File: src/rtl/trig_arbiter_if.sv
// Bundles the request, shared-datapath and response signals of trig_arbiter.
//   slave  : view taken by trig_arbiter itself
//   master : view taken by whoever drives requests, models the datapath and sinks responses
// Request side : req_valid[4], req_x[4x32], req_sel[4] in; req_ready[4] (one-hot grant) out
// Datapath side: dp_x[32], dp_sel out; dp_sin_y[10]/dp_sin_sig, dp_cos_y[8]/dp_cos_sig in
// Response side: rsp_valid, rsp_id[2], rsp_y[10], rsp_sig out; rsp_ready in
interface trig_arbiter_if;
  logic [3:0]   req_valid;
  logic [127:0] req_x;
  logic [3:0]   req_sel;
  logic [3:0]   req_ready;

  logic [31:0]  dp_x;
  logic         dp_sel;
  logic [9:0]   dp_sin_y;
  logic         dp_sin_sig;
  logic [7:0]   dp_cos_y;
  logic         dp_cos_sig;

  logic         rsp_valid;
  logic         rsp_ready;
  logic [1:0]   rsp_id;
  logic [9:0]   rsp_y;
  logic         rsp_sig;

  modport slave (
    input  req_valid, req_x, req_sel, dp_sin_y, dp_sin_sig, dp_cos_y, dp_cos_sig, rsp_ready,
    output req_ready, dp_x, dp_sel, rsp_valid, rsp_id, rsp_y, rsp_sig
  );

  modport master (
    output req_valid, req_x, req_sel, dp_sin_y, dp_sin_sig, dp_cos_y, dp_cos_sig, rsp_ready,
    input  req_ready, dp_x, dp_sel, rsp_valid, rsp_id, rsp_y, rsp_sig
  );
endinterface

File: src/rtl/trig_arbiter.sv
// Round-robin arbiter sharing one sine/cosine datapath between four requesters.
// One operation is in flight at a time: grant in IDLE, wait LAT cycles for the
// datapath to settle, capture the result and hold it in RESP until accepted.
// Ports:
//   iCLK    : clock, rising edge
//   iRST_N  : asynchronous active-low reset
//   bus     : trig_arbiter_if.slave (request, datapath and response signals)
//   busy    : high whenever the FSM is not idle
//   op_cnt  : number of completed responses, wraps at 16 bits
module trig_arbiter #(
  parameter int unsigned LAT = 3
) (
  input  logic                 iCLK,
  input  logic                 iRST_N,
  trig_arbiter_if.slave        bus,
  output logic                 busy,
  output logic [15:0]          op_cnt
);

  // Out-of-range settle counts saturate into 1..15.
  localparam logic [3:0] LatEff = (LAT < 1) ? 4'd1 : (LAT > 15) ? 4'd15 : 4'(LAT);

  typedef enum logic [1:0] {StIdle, StWait, StResp} state_e;

  state_e      state_q;
  logic [1:0]  last_grant_q;
  logic [3:0]  wait_cnt_q;
  logic [31:0] dp_x_q;
  logic        dp_sel_q;
  logic        rsp_valid_q;
  logic [1:0]  rsp_id_q;
  logic [9:0]  rsp_y_q;
  logic        rsp_sig_q;
  logic [15:0] op_cnt_q;

  logic        gnt_found;
  logic [1:0]  gnt_idx;
  logic [1:0]  cand;

  // Search from the requester after the last one served, wrapping modulo 4.
  always_comb begin
    gnt_found = 1'b0;
    gnt_idx   = 2'd0;
    cand      = 2'd0;
    for (int unsigned i = 1; i <= 4; i++) begin
      cand = last_grant_q + 2'(i);
      if (!gnt_found && bus.req_valid[cand]) begin
        gnt_found = 1'b1;
        gnt_idx   = cand;
      end
    end
  end

  always_comb begin
    bus.req_ready = 4'b0000;
    if (state_q == StIdle && gnt_found) begin
      bus.req_ready = 4'b0001 << gnt_idx;
    end
  end

  always_ff @(posedge iCLK or negedge iRST_N) begin
    if (!iRST_N) begin
      state_q      <= StIdle;
      last_grant_q <= 2'd3;
      wait_cnt_q   <= 4'd0;
      dp_x_q       <= 32'd0;
      dp_sel_q     <= 1'b0;
      rsp_valid_q  <= 1'b0;
      rsp_id_q     <= 2'd0;
      rsp_y_q      <= 10'd0;
      rsp_sig_q    <= 1'b0;
      op_cnt_q     <= 16'd0;
    end else begin
      case (state_q)
        StIdle: begin
          // A grant is always accepted: req_ready only goes to a valid requester.
          if (gnt_found) begin
            dp_x_q     <= bus.req_x[{gnt_idx, 5'b00000} +: 32];
            dp_sel_q   <= bus.req_sel[gnt_idx];
            rsp_id_q   <= gnt_idx;
            wait_cnt_q <= LatEff;
            state_q    <= StWait;
          end
        end
        StWait: begin
          if (wait_cnt_q == 4'd1) begin
            if (dp_sel_q) begin
              rsp_y_q   <= {2'b00, bus.dp_cos_y};
              rsp_sig_q <= bus.dp_cos_sig;
            end else begin
              rsp_y_q   <= bus.dp_sin_y;
              rsp_sig_q <= bus.dp_sin_sig;
            end
            rsp_valid_q <= 1'b1;
            state_q     <= StResp;
          end else begin
            wait_cnt_q <= wait_cnt_q - 4'd1;
          end
        end
        StResp: begin
          if (bus.rsp_ready) begin
            rsp_valid_q  <= 1'b0;
            last_grant_q <= rsp_id_q;
            op_cnt_q     <= op_cnt_q + 16'd1;
            state_q      <= StIdle;
          end
        end
        default: state_q <= StIdle;
      endcase
    end
  end

  assign bus.dp_x      = dp_x_q;
  assign bus.dp_sel    = dp_sel_q;
  assign bus.rsp_valid = rsp_valid_q;
  assign bus.rsp_id    = rsp_id_q;
  assign bus.rsp_y     = rsp_y_q;
  assign bus.rsp_sig   = rsp_sig_q;
  assign busy          = (state_q != StIdle);
  assign op_cnt        = op_cnt_q;

endmodule

File: src/flat_wrapper.sv
// flat-port wrapper written by rule: the top's interface ports become plain ports
module trig_arbiter_flat 
#(
  parameter int unsigned LAT = 3
)
  (iCLK, iRST_N, busy, op_cnt, bus_req_valid, bus_req_x, bus_req_sel, bus_dp_sin_y, bus_dp_sin_sig, bus_dp_cos_y, bus_dp_cos_sig, bus_rsp_ready, bus_req_ready, bus_dp_x, bus_dp_sel, bus_rsp_valid, bus_rsp_id, bus_rsp_y, bus_rsp_sig);
  trig_arbiter_if bus_i ();
  input  logic iCLK;
  input  logic iRST_N;
  output logic busy;
  output logic [15:0] op_cnt;
  input wire logic [$bits(bus_i.req_valid)-1:0] bus_req_valid;
  input wire logic [$bits(bus_i.req_x)-1:0] bus_req_x;
  input wire logic [$bits(bus_i.req_sel)-1:0] bus_req_sel;
  input wire logic [$bits(bus_i.dp_sin_y)-1:0] bus_dp_sin_y;
  input wire logic [$bits(bus_i.dp_sin_sig)-1:0] bus_dp_sin_sig;
  input wire logic [$bits(bus_i.dp_cos_y)-1:0] bus_dp_cos_y;
  input wire logic [$bits(bus_i.dp_cos_sig)-1:0] bus_dp_cos_sig;
  input wire logic [$bits(bus_i.rsp_ready)-1:0] bus_rsp_ready;
  output wire logic [$bits(bus_i.req_ready)-1:0] bus_req_ready;
  output wire logic [$bits(bus_i.dp_x)-1:0] bus_dp_x;
  output wire logic [$bits(bus_i.dp_sel)-1:0] bus_dp_sel;
  output wire logic [$bits(bus_i.rsp_valid)-1:0] bus_rsp_valid;
  output wire logic [$bits(bus_i.rsp_id)-1:0] bus_rsp_id;
  output wire logic [$bits(bus_i.rsp_y)-1:0] bus_rsp_y;
  output wire logic [$bits(bus_i.rsp_sig)-1:0] bus_rsp_sig;
  assign bus_i.req_valid = bus_req_valid;
  assign bus_i.req_x = bus_req_x;
  assign bus_i.req_sel = bus_req_sel;
  assign bus_i.dp_sin_y = bus_dp_sin_y;
  assign bus_i.dp_sin_sig = bus_dp_sin_sig;
  assign bus_i.dp_cos_y = bus_dp_cos_y;
  assign bus_i.dp_cos_sig = bus_dp_cos_sig;
  assign bus_i.rsp_ready = bus_rsp_ready;
  assign bus_req_ready = bus_i.req_ready;
  assign bus_dp_x = bus_i.dp_x;
  assign bus_dp_sel = bus_i.dp_sel;
  assign bus_rsp_valid = bus_i.rsp_valid;
  assign bus_rsp_id = bus_i.rsp_id;
  assign bus_rsp_y = bus_i.rsp_y;
  assign bus_rsp_sig = bus_i.rsp_sig;
  trig_arbiter #(.LAT(LAT)) u_core (.iCLK(iCLK), .iRST_N(iRST_N), .bus(bus_i), .busy(busy), .op_cnt(op_cnt));
endmodule
File: config.mk
export PLATFORM = sky130hd
export DESIGN_NAME = trig_arbiter_flat
export DESIGN_NICKNAME = d
export VERILOG_FILES = /design/src/rtl/trig_arbiter_if.sv /design/src/rtl/trig_arbiter.sv /design/src/flat_wrapper.sv
export SDC_FILE = /design/constraint.sdc
export NUM_CORES = 1
export LEC_CHECK = 0
export BUFFER_PORTS_ARGS = -buffer_cell sky130_fd_sc_hd__clkbuf_2
export CORE_ASPECT_RATIO = 1.25
export CORE_UTILIZATION = 30
export CTS_BUF_LIST = sky130_fd_sc_hd__clkbuf_8
export DETAILED_ROUTE_END_ITERATION = 7
export GPL_ROUTABILITY_DRIVEN = 0
export PLACE_DENSITY = 0.68
export SETUP_SLACK_MARGIN = 0.05
export SLEW_MARGIN = 20
export SYNTH_ARGS = -nofsm -noshare
export SYNTH_HDL_FRONTEND = slang
export SYNTH_SLANG_ARGS = --single-unit
File: constraint.sdc
create_clock -name iCLK -period 6.6 [get_ports iCLK]
set_clock_uncertainty 0.2 [all_clocks]
set_input_delay 1.32 -clock iCLK [delete_from_list [all_inputs] [get_ports iCLK]]
set_output_delay 1.32 -clock iCLK [all_outputs]
set_load 0.01 [all_outputs]
==> flow_metrics.env, run 1 <==
export IMPL_outcome="complete, no violations"
export IMPL_ff2ff_setup_slack_ps=3540
export IMPL_synth_top_family_by_area="compound AO/OA/AOI/OAI gates"
export IMPL_ir_worst_vdd_mv=0.1330
export IMPL_tns_ps=0
export IMPL_numPortBuffers=226
export IMPL_met2WireLength_um=6255
export IMPL_h_tree_depth=3
export IMPL_whs_path_depth=1
export IMPL_die_area_um2=14800
export IMPL_worstReg2RegStart="u_core.last_grant_q[1]$_DFFE_PN1P_"
export IMPL_synth_net_count=589
export IMPL_routedWlPerCell_um=14.91
export IMPL_synthAdderAreaFrac_pct=0.8739
export IMPL_dp_slack_ps=1718
export IMPL_finalSetupViolCount=0
export IMPL_setup_worst_path_class="input pin to output pin"
export IMPL_hold_path_class="flop to flop"
export IMPL_p_per_area_nw_per_um2=366.9
export IMPL_synth_seq_cells=71
export IMPL_finalPower_uw=2098
export IMPL_cts_buffers_inserted=9
export IMPL_cts_clk_slew_worst_paths_ps=80
export IMPL_synth_xor_area_share_pct=3.466
export IMPL_synth_largest_area_cell="dfrtp_1"
export IMPL_seq_area_frac_synth_pct=41.42
export IMPL_drtPass1Iterations=4
export IMPL_fin_nets=802
export IMPL_whs_endpoint="u_core.op_cnt[15]$_DFFE_PN0P_"
export IMPL_clk_latency_ps=350
export IMPL_vias_per_cell=4.784
export IMPL_wl_met1_um=5059
export IMPL_ys_async_sr_fraction_pct=100.0
export IMPL_die_h_um=135.8
export IMPL_core_um2=13870
export IMPL_clockBufferDepth=2
export IMPL_clock_sinks=71
export IMPL_ys_warn_count=0
export IMPL_rsz0062_at_grt="false"
export IMPL_maxCapViolations=0
export IMPL_slew_violations=0
export IMPL_ctsHoldBuffers=0
export IMPL_grt_pass1_vias=3931
export IMPL_synth_area_top_cells="dfrtp_1 40%, a211oi_2 11%, mux2i_1 10%"
export IMPL_n_fill_cell=1390
export IMPL_cp_required_ps=5080
export IMPL_route_detailed_drc=0
export IMPL_globalRoute_totalOverflow=0
export IMPL_netlist_cell_type_count=46
export IMPL_clockRootBuffer="clkbuf_8"
export IMPL_antenna_found_initial=0
export IMPL_p_leak_uw=0.002787
export IMPL_cp_max_fo=22
export IMPL_post_route_min_period_ps=4836
export IMPL_layout_setup_ws_ps=1764
export IMPL_chipWidth_um=109.0
export IMPL_grt_max_degree=72
export IMPL_synth_top_cell_area_share_pct=40.20
export IMPL_drive_above_1_share_pct=47.29
export IMPL_grt_use_total_pct=16.89
export IMPL_antenna_left=0
export IMPL_most_common_layout_cells="225 x clkbuf_2, 69 x dfrtp_1, 49 x nand2_1"
export IMPL_vias=3923
export IMPL_drtIter0Drc=140
export IMPL_final_hold_violation_count=0
export IMPL_fmax_ghz=0.2068
export IMPL_final_common_cell="clkbuf_2"
export IMPL_start_kind="input pin"
export IMPL_avgSynthCellArea_um2=10.06
export IMPL_ctsResizeCount=0
export IMPL_critPathArrivalTime_ps=3320
export IMPL_syn2layout_area_growth_pct=33.12
export IMPL_synth_edf_count=0
export IMPL_drt_wl_total_um=12230
export IMPL_tritoncts="built"
export IMPL_yosys_area_share_simple_pct=19.60
export IMPL_finalCritPeriodShare_pct=73.27
export IMPL_cts_setup_buffers=0
export IMPL_highest_layer="met4"
export IMPL_worstRegToRegCells=6
export IMPL_end_kind="output pin"
export IMPL_tightest_slew_ps=1022
export IMPL_seqCellArea_um2=1779
export IMPL_num_io_pins=227
export IMPL_synth_compound_area_share_pct=19.81
export IMPL_netlist_instances=427
export IMPL_antenna_cells=0
export IMPL_relSlewSlack_pct=31.87
export IMPL_ys_flop_type="dfrtp_1"
export IMPL_hold_ws_ps=273.1
export IMPL_rows=48
export IMPL_grt_pass1_wl_um=19000
export IMPL_muxShareOfSynthArea_pct=10.28
export IMPL_hold_start="u_core.op_cnt[15]$_DFFE_PN0P_"
export IMPL_r2r_end="u_core.bus.dp_x[15]$_DFFE_PN0P_"
export IMPL_start_util_pct=30.96
export IMPL_met3WireLength_um=742
export IMPL_syn_area_um2=4295
export IMPL_multi_input_area_um2=2349
export IMPL_post_dp_hpwl_um=9248
==> cell usage after synthesis, types with 2 or more instances <==
cell type,count
a211oi_1,28
a211oi_2,38
buf_2,15
buf_4,3
buf_6,4
clkbuf_1,7
dfrtp_1,69
dfstp_2,2
ha_1,3
inv_1,5
mux2i_1,43
nand2_1,49
nand2b_1,6
nand3_1,6
nand4_1,4
nor2_1,49
nor3_1,20
nor3_2,3
nor3b_1,14
o21ai_0,14
o21ai_1,3
or2_1,2
or3b_2,2
xnor2_1,10
xor2_1,7
==> sequential cells by signal (all words and copies together), names as in the netlist <==
register,flops
u_core.bus.dp_sel,1
u_core.bus.dp_x,32
u_core.bus.rsp_id,2
u_core.bus.rsp_sig,1
u_core.bus.rsp_valid,1
u_core.bus.rsp_y,10
u_core.last_grant_q,2
u_core.op_cnt,16
u_core.state_q,2
u_core.wait_cnt_q,4
==> report_power, final <==
| group | switching (uW) | internal (uW) |
|---|---|---|
| registers | 131 | 612 |
| logic | 597 | 438 |
| clock network | 176 | 145 |
==> kinds of logic (layout without fill, tap and decap cells) <==
family	after synthesis	count (layout)
AO/OA/AOI/OAI	90	90
XOR/XNOR	17	17
AND/OR/NAND/NOR	167	167
buffers and inverters	35	253
multiplexers	44	44
adder cells (fa/ha/maj)	3	3
flip-flops	71	71
==> worst max-delay path, stage by stage <==
cell and delay (ps):
clkbuf_2 160, o21ai_1 170, a21oi_2 70, buf_4 210, nor3_4 550, buf_4 350
nand2_1 150, nor2_1 170, clkbuf_2 150
==> layout make-up <==
type                       count  share of cell area [%]
multi-input combinational    321                   41.07
timing repair buffer         232                   20.61
inverter                       5                  0.3282
clock buffer                  10                   2.407
sequential                    71                   31.12
tap                          175                   3.829
clock inverter                 6                  0.6346
==> per-stage QoR <==
| stage | instances | util [%] | cell area, um^2 |
|---|---|---|---|
| 6_report | 820 | 41.22 | 5718 |
| 5_1_grt | 820 | 41.22 | 5718 |
| 4_1_cts | 820 | 41.22 | 5718 |
| 3_5_place_dp | 804 | 39.96 | 5544 |
| 3_3_place_gp | 804 | 39.96 | 5544 |
| 2_1_floorplan | 427 | - | 4295 |
==> routing by layer <==
| metal | up-vias | global-route usage (%) |
|---|---|---|
| li1 | 1955 | - |
| met1 | 1812 | 20.00 |
| met2 | 140 | 29.39 |
| met3 | 16 | 4.329 |
| met4 | 0 | 5.405 |
| met5 | - | 0 |
==> worst max-delay path by stage <==
stage,from,endpoint,slack (ps),cells after the start
2_1_floorplan,bus_req_valid[3],bus_req_ready[0],2720,6
4_1_cts,bus_req_valid[1],bus_req_ready[2],1710,9
3_5_place_dp,bus_req_valid[1],bus_req_ready[2],1720,9
6_report,bus_req_valid[1],bus_req_ready[2],1760,9
3_3_place_gp,bus_req_valid[1],bus_req_ready[2],1760,9
5_1_grt,bus_req_valid[1],bus_req_ready[3],1550,9
(Power assumes the default switching activity.)
==> run 2, diff against run 1 <==
==> constraint.sdc (replaced) <==
create_clock -name iCLK -period 5 [get_ports iCLK]
set_clock_uncertainty 0.2 [all_clocks]
set_input_delay 1 -clock iCLK [delete_from_list [all_inputs] [get_ports iCLK]]
set_output_delay 1 -clock iCLK [all_outputs]
set_load 0.01 [all_outputs]
==> run 2 against run 1 <==
  * Setup slack worse by 940 ps
  * Routed wire length down 0.24%
  * Critical path depth down 3
  * Worst hold slack better by 7.3 ps
  * Sequential power up 33%
  * Critical endpoint is now bus_req_ready[1]
  * Highest routed layer unchanged
==> flow_metrics.env, run 2 (synthesized netlist as in run 1, its figures left out) <==
export IMPL_outcome="complete, no violations"
export IMPL_antenna_left=0
export IMPL_cts_clk_slew_worst_paths_ps=70
export IMPL_worstReg2RegStart="u_core.state_q[1]$_DFFE_PN0P_"
export IMPL_grt_pass1_wl_um=18730
export IMPL_cts_setup_buffers=0
export IMPL_drive_above_1_share_pct=47.06
export IMPL_cp_required_ps=3800
export IMPL_ctsResizeCount=0
export IMPL_p_leak_uw=0.002812
export IMPL_worstRegToRegCells=5
export IMPL_crit_start="bus_req_valid[2]"
export IMPL_end_kind="output pin"
export IMPL_final_common_cell="clkbuf_2"
export IMPL_relSlewSlack_pct=31.04
export IMPL_setup_worst_path_class="input pin to output pin"
export IMPL_clockRootBuffer="clkbuf_8"
export IMPL_drtIter0Drc=133
export IMPL_route_detailed_drc=0
export IMPL_start_util_pct=30.96
export IMPL_cts_buffers_inserted=9
export IMPL_rows=48
export IMPL_syn2layout_area_growth_pct=34.14
export IMPL_internal_power_uw=1658
export IMPL_numPortBuffers=226
export IMPL_largest_register_ffs=32
export IMPL_p_switching_uw=1195
export IMPL_post_dp_hpwl_um=9045
export IMPL_ctsHoldBuffers=0
export IMPL_fmax_ghz=0.2396
export IMPL_post_route_min_period_ps=4174
export IMPL_antenna_cells=0
export IMPL_seqCellArea_um2=1779
export IMPL_num_io_pins=227
export IMPL_rsz0062_at_grt="false"
export IMPL_r2r_end="u_core.bus.dp_x[31]$_DFFE_PN0P_"
export IMPL_pwr_share_comb_pct=48.2
export IMPL_routedWlPerCell_um=14.86
export IMPL_seqPwrFrac_pct=34.5
export IMPL_chipWidth_um=109.0
export IMPL_clk_latency_ps=350
export IMPL_maxCapViolations=0
export IMPL_tns_ps=0
export IMPL_multi_input_area_um2=2349
export IMPL_globalRoute_totalOverflow=0
export IMPL_die_h_um=135.8
export IMPL_hold_ws_ps=280.4
export IMPL_switching_share_pct=41.89
export IMPL_finalSetupViolCount=0
export IMPL_drtPass1Iterations=4
export IMPL_drt_wl_total_um=12200
export IMPL_vias_per_cell=4.827
export IMPL_hold_path_class="flop to flop"
export IMPL_ff2ff_setup_slack_ps=1860
export IMPL_final_hold_violation_count=0
export IMPL_start_kind="input pin"
export IMPL_crit_end="bus_req_ready[1]"
export IMPL_p_per_area_nw_per_um2=495.3
export IMPL_cp_max_fo=39
export IMPL_critPathArrivalTime_ps=2970
export IMPL_grt_max_degree=72
export IMPL_clockPowerShare_pct=17.3
export IMPL_core_um2=13870
export IMPL_grt_use_total_pct=16.41
export IMPL_antenna_found_initial=0
export IMPL_most_common_layout_cells="225 x clkbuf_2, 69 x dfrtp_1, 49 x nand2_1"
export IMPL_n_fill_cell=1406
export IMPL_h_tree_depth=3
export IMPL_slew_violations=0
export IMPL_tritoncts="built"
export IMPL_fin_nets=803
export IMPL_die_area_um2=14800
export IMPL_ir_worst_vdd_mv=0.1918
export IMPL_grt_pass1_vias=3802
export IMPL_finalCritPeriodShare_pct=83.49
export IMPL_clockBufferDepth=2
export IMPL_vias=3963
export IMPL_tightest_slew_ps=1034
export IMPL_clock_sinks=71
## run 2: cell count changes in the layout (fill, tap and decap cells not counted), sizes merged
cell	delta
bufinv	+1
clkbuf	+2
inv	+2
clkinv	-5
buf	+1
## run 2: worst max-delay path, stage by stage
cell and delay [ps]:
clkbuf_2 180, nor4_4 100, nor2_4 770, o21ai_2 540, nor2_1 210, clkbuf_2 150
## run 2: routing by layer
layer	global-route usage [%]	up-vias	part of all wire [%]
met5	0	-	0
met4	5.781	0	1.5
met3	3.030	12	5.3
met2	27.99	145	50
met1	20.44	1848	43
li1	-	1958	-
## run 2: power by group through the flow
stage | combinational (uW) | clock [uW] | sequential, uW
after floorplan | 880 | 0 | 1040
after global placement | 1370 | 0 | 997
after detailed placement | 1400 | 0 | 991
after CTS | 1400 | 510 | 985
after global routing | 1520 | 531 | 1020
final | 1380 | 493 | 985
## run 2: final cells by class
type	count	area share (%)
Clock inverter	4	0.7818
Timing Repair Buffer	233	20.59
Sequential cell	71	30.88
Clock buffer	12	2.866
Tap cell	175	3.800
Inverter	5	0.3257
Multi-Input combinational cell	321	40.76
## run 2: worst min-delay path by stage
stage / from / endpoint / slack [ps] / depth (start not counted)
6_report: u_core.bus.rsp_y[2]$_DFFE_PN0P_ / u_core.bus.rsp_y[2]$_DFFE_PN0P_ / 280 / 2
5_1_grt: u_core.op_cnt[15]$_DFFE_PN0P_ / u_core.op_cnt[15]$_DFFE_PN0P_ / 310 / 1
4_1_cts: u_core.op_cnt[15]$_DFFE_PN0P_ / u_core.op_cnt[15]$_DFFE_PN0P_ / 280 / 1
3_5_place_dp: u_core.bus.rsp_y[7]$_DFFE_PN0P_ / u_core.bus.rsp_y[7]$_DFFE_PN0P_ / 270 / 2
3_3_place_gp: u_core.op_cnt[15]$_DFFE_PN0P_ / u_core.op_cnt[15]$_DFFE_PN0P_ / 260 / 1
2_1_floorplan: u_core.wait_cnt_q[1]$_DFFE_PN0P_ / u_core.wait_cnt_q[1]$_DFFE_PN0P_ / 280 / 1
## run 2: through the flow
stage	cell area [um^2]	cells	power, uW	setup WS (ps)	util [%]
3_5_place_dp	5552	805	2388	814.9	40.02
4_1_cts	5762	821	2892	776.9	41.53
3_3_place_gp	5552	805	2368	848.0	40.02
6_report	5762	821	2854	825.6	41.53
2_1_floorplan	4295	427	1923	1757	-
5_1_grt	5762	821	3073	611.8	41.53
==> run 3, diff against run 2 <==
--- a/config.mk
+++ b/config.mk
@@ -5,6 +5,7 @@
 export SDC_FILE = /design/constraint.sdc
 export NUM_CORES = 1
 export LEC_CHECK = 0
+export ABC_AREA = 1
 export BUFFER_PORTS_ARGS = -buffer_cell sky130_fd_sc_hd__clkbuf_2
 export CORE_ASPECT_RATIO = 1.25
 export CORE_UTILIZATION = 30
==> constraint.sdc (replaced) <==
create_clock -name iCLK -period 4.1 [get_ports iCLK]
set_clock_uncertainty 0.2 [all_clocks]
set_input_delay 0.82 -clock iCLK [delete_from_list [all_inputs] [get_ports iCLK]]
set_output_delay 0.82 -clock iCLK [all_outputs]
set_load 0.01 [all_outputs]
==> run 3 against run 2 <==
  * Clock-buffer cell count is 3 lower
  * Cell count is 24% higher
  * Synthesized cell count is 48% higher
  * Cell area is 0.83% lower
  * Die area is 1.6% higher
  * Largest cell class unchanged
  * Highest routed layer unchanged
==> flow_metrics.env, run 3 <==
export IMPL_outcome="complete, no violations"
export IMPL_finalSetupViolCount=0
export IMPL_netlist_cell_type_count=28
export IMPL_synthAdderAreaFrac_pct=0.8596
export IMPL_cp_required_ps=3080
export IMPL_tightest_slew_ps=893.6
export IMPL_setup_worst_path_class="flop to output pin"
export IMPL_globalRoute_totalOverflow=0
export IMPL_finalCritPeriodShare_pct=85.40
export IMPL_start_util_pct=31.21
export IMPL_ys_flop_type="dfrtp_1"
export IMPL_vias=4769
export IMPL_final_common_cell="nand2_1"
export IMPL_chipWidth_um=109.9
export IMPL_die_area_um2=15050
export IMPL_cp_max_fo=12
export IMPL_avgSynthCellArea_um2=6.898
export IMPL_synthTopCellsByCount="301 x nand2_1, 108 x nand3_1, 69 x dfrtp_1"
export IMPL_num_io_pins=227
export IMPL_r2r_end="u_core.bus.dp_x[13]$_DFFE_PN0P_"
export IMPL_cts_clk_slew_worst_paths_ps=80
export IMPL_worstPathCellList="inv_2 -> nand2_1 -> nand2_1 -> nand2_1 -> nand2_1 -> nor2_4 -> nand4_1 -> nand2_2 -> inv_2 -> nor2_4 -> inv_1 -> nor2_1 -> clkbuf_2"
export IMPL_die_h_um=136.9
export IMPL_maxCapViolations=0
export IMPL_drt_wl_total_um=13050
export IMPL_vias_per_cell=4.666
export IMPL_start_kind="flop"
export IMPL_synth_area_top_cells="dfrtp_1 40%, nand2_1 26%, nand3_1 12%"
export IMPL_post_place_cells=1006
export IMPL_routedWlPerCell_um=12.77
export IMPL_worstReg2RegStart="u_core.last_grant_q[0]$_DFFE_PN1P_"
export IMPL_grt_pass1_wl_um=20750
export IMPL_grt_max_degree=72
export IMPL_ff2ff_setup_slack_ps=1270
export IMPL_crit_start="u_core.last_grant_q[0]$_DFFE_PN1P_"
export IMPL_rows=48
export IMPL_synth_compound_area_share_pct=2.607
export IMPL_ctsResizeCount=0
export IMPL_synth_top_cell_area_share_pct=39.54
export IMPL_ys_async_sr_fraction_pct=100.0
export IMPL_hold_start="u_core.op_cnt[15]$_DFFE_PN0P_"
export IMPL_drtPass1Iterations=4
export IMPL_cts_buffers_inserted=9
export IMPL_rsz0062_at_grt="false"
export IMPL_p_per_area_nw_per_um2=794.2
export IMPL_tns_ps=0
export IMPL_antenna_found_initial=0
export IMPL_slowest_delay_ps=690
export IMPL_whs_path_depth=1
export IMPL_final_hold_violation_count=0
export IMPL_tritoncts="built"
export IMPL_clk_latency_ps=350
export IMPL_synth_most_common_cell="nand2_1"
export IMPL_ctsHoldBuffers=0
export IMPL_clockRootBuffer="clkbuf_8"
export IMPL_crit_family="simple AND/OR/NAND/NOR gates"
export IMPL_largest_register_ffs=32
export IMPL_whs_endpoint="u_core.op_cnt[15]$_DFFE_PN0P_"
export IMPL_post_route_min_period_ps=3501
export IMPL_synth_top_family_by_area="simple AND/OR/NAND/NOR gates"
export IMPL_netlist_instances=633
export IMPL_seq_area_frac_synth_pct=40.74
export IMPL_ys_warn_count=0
export IMPL_post_dp_hpwl_um=9564
export IMPL_critPathArrivalTime_ps=2480
export IMPL_synth_edf_count=0
export IMPL_route_detailed_drc=0
export IMPL_core_um2=13990
export IMPL_syn_area_um2=4367
export IMPL_cts_setup_buffers=0
export IMPL_fmax_ghz=0.2856
export IMPL_fin_nets=1004
export IMPL_yosys_area_share_simple_pct=44.61
export IMPL_synth_xor_area_share_pct=3.410
export IMPL_most_common_layout_cells="301 x nand2_1, 225 x clkbuf_2, 108 x nand3_1"
export IMPL_end_kind="output pin"
export IMPL_worstRegToRegCells=13
export IMPL_drtIter0Drc=158
export IMPL_finalNonFillerCells=1022
export IMPL_muxShareOfSynthArea_pct=0
export IMPL_slew_violations=0
export IMPL_clockBufferDepth=2
export IMPL_synth_largest_area_cell="dfrtp_1"
export IMPL_syn2layout_area_growth_pct=30.86
export IMPL_antenna_left=0
export IMPL_slowest_stage="dfstp_2"
export IMPL_h_tree_depth=3
export IMPL_antenna_cells=0
export IMPL_clock_sinks=71
export IMPL_relSlewSlack_pct=40.43
export IMPL_cpMostUsedCell="nand2_1"
export IMPL_p_leak_uw=0.003338
export IMPL_numPortBuffers=226
export IMPL_grt_pass1_vias=4390
export IMPL_synth_net_count=795
export IMPL_ir_worst_vdd_mv=0.3901
export IMPL_grt_use_total_pct=17.92
export IMPL_critical_path_buf_inv_count=4
export IMPL_synth_seq_cells=71
export IMPL_hold_path_class="flop to flop"
export IMPL_drive_above_1_share_pct=31.52
[run 3: changes by cell type after synthesis, moves of 7 or more]
| cell | delta |
|---|---|
| nand3_1 | +102 |
| a211oi_1 | -28 |
| nand2_1 | +252 |
| buf_4 | +7 |
| inv_1 | +18 |
| mux2i_1 | -43 |
| nor3_1 | -16 |
| o21ai_0 | -10 |
| nor2_1 | -21 |
| a31oi_1 | +10 |
| nor3b_1 | -14 |
| a211oi_2 | -38 |
[run 3: layout make-up]
| class | instances | area (um^2) |
|---|---|---|
| Clock buffer | 9 | 123.9 |
| Clock inverter | 7 | 41.29 |
| Fill cell | 1532 | 8279 |
| Inverter | 26 | 97.59 |
| Multi-Input combinational cell | 500 | 2260 |
| Sequential cell | 71 | 1779 |
| Tap cell | 175 | 219.0 |
| Timing Repair Buffer | 234 | 1194 |
[run 3: where the power goes]
group	internal (uW)	switching (uW)	total, uW	leakage, uW
clock network	214	274	488	0.0000822
registers	986	195	1180	0.000880
logic	970	1900	2870	0.00238
total	2170	2370	4540	0.00334
[run 3: per-stage QoR]
| stage | power, uW | setup WS (ps) | util (%) | hold WS (ps) | area, um^2 |
|---|---|---|---|---|---|
| after global routing | 5052 | 289.5 | 40.84 | 292.6 | 5714 |
| final | 4539 | 598.5 | 40.84 | 273.5 | 5714 |
| after CTS | 4622 | 528.7 | 40.84 | 281.5 | 5714 |
| after floorplan | 3348 | 1070 | - | 288.4 | 4367 |
| after detailed placement | 4114 | 794.1 | 39.65 | 265.7 | 5549 |
| after global placement | 4073 | 828.1 | 39.64 | 259.9 | 5547 |
[run 3: how the worst max path moves through the flow]
| stage | to | slack, ps | cells past startpoint |
|---|---|---|---|
| after global routing | bus_req_ready[2] | 290 | 13 |
| final | bus_req_ready[2] | 600 | 13 |
| after detailed placement | bus_req_ready[2] | 790 | 12 |
| after CTS | bus_req_ready[2] | 530 | 13 |
| after global placement | bus_req_ready[2] | 830 | 12 |
| after floorplan | bus_req_ready[2] | 1070 | 12 |
[run 3: logic make-up after synthesis]
| group | Yosys count |
|---|---|
| fa+ha+maj | 3 |
| xor+xnor | 17 |
| simple gates | 461 |
| compound gates | 19 |
| flops | 71 |
| buf+inv | 62 |
[run 3: routing by layer]
| metal | vias up | global-route usage (%) | routed length (um) |
|---|---|---|---|
| met4 | 0 | 4.667 | 134 |
| met1 | 2156 | 21.67 | 5506 |
| met5 | - | 0 | 0 |
| met2 | 173 | 30.94 | 6491 |
| met3 | 8 | 4.952 | 919 |
| li1 | 2432 | - | - |
